File: src/rtl/flow_table_ctrl.sv
// Flow-table RAM sequencer: bulk clear after reset or on request, then shares port A
// between host config traffic and port B with the lookup pipeline.
module flow_table_ctrl #(
    parameter int unsigned DWIDTH = 15,
    parameter int unsigned AWIDTH = 6,
    parameter int unsigned DEPTH  = 64
) (
    input  logic              clk,
    input  logic              reset,
    input  logic              cfg_valid,
    input  logic              cfg_we,
    input  logic [AWIDTH-1:0] cfg_addr,
    input  logic [DWIDTH-1:0] cfg_wdata,
    output logic              cfg_ready,
    output logic              cfg_rvalid,
    output logic [DWIDTH-1:0] cfg_rdata,
    input  logic              lk_valid,
    input  logic [AWIDTH-1:0] lk_addr,
    output logic              lk_ready,
    output logic              lk_rvalid,
    output logic [DWIDTH-1:0] lk_rdata,
    input  logic              clr_req,
    output logic              init_done,
    output logic              ram_we,
    output logic [AWIDTH-1:0] ram_a,
    output logic [AWIDTH-1:0] ram_dpra,
    output logic [DWIDTH-1:0] ram_di,
    input  logic [DWIDTH-1:0] ram_spo,
    input  logic [DWIDTH-1:0] ram_dpo
);

    typedef enum logic {StClear, StServe} state_e;

    localparam logic [AWIDTH-1:0] LastAddr = AWIDTH'(DEPTH - 1);

    state_e            state_q, state_d;
    logic [AWIDTH-1:0] clr_cnt_q, clr_cnt_d;
    logic              cfg_rvalid_q, lk_rvalid_q;

    always_ff @(posedge clk) begin
        if (reset) begin
            state_q      <= StClear;
            clr_cnt_q    <= '0;
            cfg_rvalid_q <= 1'b0;
            lk_rvalid_q  <= 1'b0;
        end else begin
            state_q      <= state_d;
            clr_cnt_q    <= clr_cnt_d;
            cfg_rvalid_q <= cfg_valid & cfg_ready & ~cfg_we;
            lk_rvalid_q  <= lk_valid & lk_ready;
        end
    end

    always_comb begin
        state_d   = state_q;
        clr_cnt_d = clr_cnt_q;
        ram_we    = 1'b0;
        ram_a     = cfg_addr;
        ram_di    = cfg_wdata;
        cfg_ready = 1'b0;
        lk_ready  = 1'b0;
        init_done = 1'b0;
        if (!reset) begin
            case (state_q)
                StClear: begin
                    ram_we = 1'b1;
                    ram_a  = clr_cnt_q;
                    ram_di = '0;
                    if (clr_cnt_q == LastAddr) begin
                        clr_cnt_d = '0;
                        state_d   = StServe;
                    end else begin
                        clr_cnt_d = clr_cnt_q + AWIDTH'(1);
                    end
                end
                StServe: begin
                    init_done = 1'b1;
                    cfg_ready = 1'b1;
                    lk_ready  = 1'b1;
                    ram_we    = cfg_valid & cfg_we;
                    // Requests in the clr_req cycle are still accepted and complete normally.
                    if (clr_req) begin
                        state_d   = StClear;
                        clr_cnt_d = '0;
                    end
                end
                default: state_d = StClear;
            endcase
        end
    end

    assign ram_dpra = lk_addr;

    // An outstanding response is dropped as soon as reset is seen.
    assign cfg_rvalid = cfg_rvalid_q & ~reset;
    assign lk_rvalid  = lk_rvalid_q & ~reset;
    assign cfg_rdata  = ram_spo;
    assign lk_rdata   = ram_dpo;

endmodule

File: config.mk
export PLATFORM = sky130hd
export DESIGN_NAME = flow_table_ctrl
export DESIGN_NICKNAME = d
export VERILOG_FILES = /design/src/rtl/flow_table_ctrl.sv
export SDC_FILE = /design/constraint.sdc
export NUM_CORES = 1
export LEC_CHECK = 0
export CAP_MARGIN = 20
export CORE_ASPECT_RATIO = 0.6
export CORE_MARGIN = 4
export CORE_UTILIZATION = 26
export DETAILED_ROUTE_END_ITERATION = 12
export PLACE_DENSITY = 0.86
export SLEW_MARGIN = 20
export SYNTH_ARGS = -nofsm -noshare
export SYNTH_HDL_FRONTEND = slang
export SYNTH_SLANG_ARGS = --single-unit
File: constraint.sdc
create_clock -name clk -period 2.45 [get_ports clk]
set_clock_uncertainty 0.15 [all_clocks]
set_input_delay 0.245 -clock clk [delete_from_list [all_inputs] [get_ports clk]]
set_output_delay 0.245 -clock clk [all_outputs]
set_load 0.1 [all_outputs]
-- After elaboration in Yosys (flattened, before gate mapping)
Index checks and enable logic that the tools add are counted.
- register bits after elaboration: 9
- bits of input ports: 63
- logic and storage cells: 30
- add/sub/neg operators: 1
- equal/unequal tests: 2
- mux-type cells: 14
- bitwise gates (word level): 9
- operators with widths (operator ; count):
    2-to-1 mux 15 bit ; 2
    2-to-1 mux 6 bit ; 4
    case mux 6 bit (2 select lines) ; 1
    adder 6 x 1 -> 6 bit (second input constant) ; 1
    AND 1 bit ; 6
    == test 6 bit (second input constant) ; 1
    2-to-1 mux 1 bit ; 5
    case mux 1 bit (2 select lines) ; 2
    inverter 1 bit ; 3
    != test 2 bit (second input constant) ; 1

-- Longest topological paths before layout
- depth in word-level cells: 4
- depth in mapped cells: 4
- depth with buffers taken out: 4

-- Worst setup path after synthesis
Ideal clock, no wire load.
- path type: register to output
- start: register state_q
- end: output port init_done
- arrival: 2.365 ns
- data required time: 2.055 ns
- slack: -0.310 ns
- cell stages (with the launch flop): 3
- path buffers: 1
- cell sequence: dfxtp_1 nor2b_1 buf_4
- cells in the longest elaborated chain, start to end: 2
- RTL lines (element ; line ; source):
    start: declaration ; 36 ; state_e state_q, state_d;
    start signal: assignment ; 42 ; state_q <= StClear;
    start signal: assignment ; 47 ; state_q <= state_d;
    2-to-1 mux 1 bit (2 in a row) ; -- ;
    end: declaration ; 23 ; output logic init_done,
Every way passes these cells.

-- Final worst setup path
- start: input port reset
- end: output port ram_a[3]
- cells in the longest elaborated chain, start to end: 1
- RTL lines (element ; line ; source):
    start: declaration ; 9 ; input logic reset,
    2-to-1 mux 6 bit ; 63 ; if (!reset) begin
    end: declaration ; 25 ; output logic [AWIDTH-1:0] ram_a,
Every way passes these cells.

==> results.cfg <==
[detailed_routing]
drt_iter0_drc = 30
drt-wirelength-per-cell_um = 14.3
vias = 814
ant_nets = 0
post_drt_via_cell_ratio = 4.55
drc = 0
drt-pass1-iter-count = 4
wl_mm = 2.57

[die]
die_y_um = 53.6
ioPinCount = 126
start_util_pct = 27.3
die_area_mm2 = 0.00451
rows = 16
core_area_mm2 = 0.00330
die_x_um = 84.0

[power]
finalPower_uw = 697
p_sw_share_pct = 41.6
clockPowerShare_pct = 25.5
pwr-share-comb_pct = 51.1
power.leakage_uw = 0.000583
p_seq_share_pct = 23.4
intPower_uw = 407
power.switching_uw = 290
pwr_density_cell_mw_per_mm2 = 456
ir_drop_mv = 0.214

[sta]
min_period_over_period_pct = 81.1
slew_headroom_pct = 74.2
tightestPinTransition_ps = 385
fin_tns_setup_ps = 0
drv_slew = 0
period_needed_ps = 1990
max_freq_mhz = 503
grt_setup_unrepaired = no
setup_viol = 0
finalHoldViolations = 0

[global_routing]
grt_overflow = 0
grt_max_degree = 22
grt_pass1_wl_mm = 3.71
grt_pass1_vias = 776
antenna_found_initial = 0
grtUsageTotal_pct = 10.9

[placement]
dp.cells = 175
dpl.hpwl_mm = 2.10
place_area_mm2 = 0.00148
gp_congestion = 0.776
port_buffers = 53

[worst_setup_path]
crit_arrival_ps = 1590
end_kind = output port
cp.required_ps = 2060
critPathKind = in2out
cp-start-kind = primary input
crit_fanout = 21

[final_layout]
diodes = 0
drive_gt1_share_pct = 31.3
syn2layout_area_growth_pct = 69.3
fin_cells = 179
final_cell_area_mm2 = 0.00153
final_common_cell = buf_12
nets = 199
final_cell_mix = buf_12, clkdlybuf4s50_1, nor2b_1

[logic_synthesis]
synth_top_area_share_pct = 31.6
yosys.area.top_type = buf_4
syn_inst = 116
synth_area_leaders = buf_4, dfxtp_1, nor2b_1
synth_cell_type_count = 25
syn-num-nets = 180
avgSynthCellArea_um2 = 7.78
synth_seq_cells = 9
ys_warn_count = 0
seq_area_frac_synth_pct = 20.0
netlist_area_um2 = 902

[cts]
cts-resized-gates = 0
clockBufferDepth = 2
root_buffer = clkbuf_8
cts_hold_buf = 0
clock-sinks = 9
cts_tree = done
numCtsBuffers = 3
clkLatencyLatePin_ps = 240
post_cts_buffers = 0
htreeDepth = 1

[outcome]
run_status = complete, no violations

[worst_hold_path]
hold_path.class = in2out

[run]
cap_violations = 0
-- per-layer routing --
metal	global-route usage, %	share of wire, %
met5	0	0
met1	11.3	34
met4	3.21	0.86
met2	17.0	49
met3	8.87	16
-- power by group through the flow --
stage          clock network (uW)  registers [uW]  logic, uW
6_report                      178             163        356
5_1_grt                       195             164        368
4_1_cts                       182             163        359
3_5_place_dp                    0             165        358
3_3_place_gp                    0             165        354
2_1_floorplan                   0             162        481
-- state kept, by name (all words and copies together), names as in the netlist --
name          cells
state_q           1
clr_cnt_q         6
lk_rvalid_q       1
cfg_rvalid_q      1
-- critical path, stage by stage --
cell and delay, ps:
clkdlybuf4s50_1 420, nor2_1 100, buf_4 250, mux2_2 400, buf_12 170
-- synthesized netlist by cell type --
cell / count
a21oi_1: 6
a311o_1: 1
a31oi_1: 4
and2_1: 1
and3_1: 1
and3b_1: 1
buf_2: 2
buf_4: 38
clkbuf_1: 2
dfxtp_1: 9
ha_1: 1
inv_1: 1
mux2_2: 6
nand2_1: 6
nand2b_1: 1
nand3_1: 1
nand3_2: 1
nand3b_1: 2
nand4_1: 1
nand4b_1: 1
nor2_1: 4
nor2b_1: 20
nor3b_1: 1
o21ai_0: 3
or3_1: 2
-- cells by family (layout without fill, tap and decap cells) --
kind of cell | count (synthesis) | after routing | synth area share (%)
AOI/OAI and AO/OA | 14 | 14 | 8.88
adders and majority gates | 1 | 1 | 1.39
buffers and inverters | 43 | 61 | 34.0
DFF | 9 | 9 | 20.0
muxes | 6 | 6 | 7.49
and+or+nand+nor | 43 | 43 | 28.3
-- layout make-up --
cell class	instances	area [um2]
repair buffers	56	823
clock inverters	1	5.00
clock buffers	3	41.3
inverters	1	3.75
well taps	45	56.3
multi-input cells	64	418
fillers	300	1780
flip-flops and latches	9	180
-- final timing paths --
| kind | from | end | slack, ps | cells after the start |
|---|---|---|---|---|
| max | reset | ram_a[3] | 460 | 5 |
| min | ram_spo[0] | cfg_rdata[0] | 340 | 0 |
| max reg2reg | clr_cnt_q[0] | clr_cnt_q[0] | 880 | 4 |
| min reg2reg | clr_cnt_q[0] | clr_cnt_q[0] | 390 | 2 |
-- through the flow --
stage	worst slack, ps	hold slack, ps	utilization, %
CTS	452	341	46.3
floorplan	43.0	217	-
finish	463	340	46.3
detailed placement	460	341	44.8
global placement	487	341	44.8
global route	426	340	46.3
Note: power is estimated with default switching activity, not from simulation.
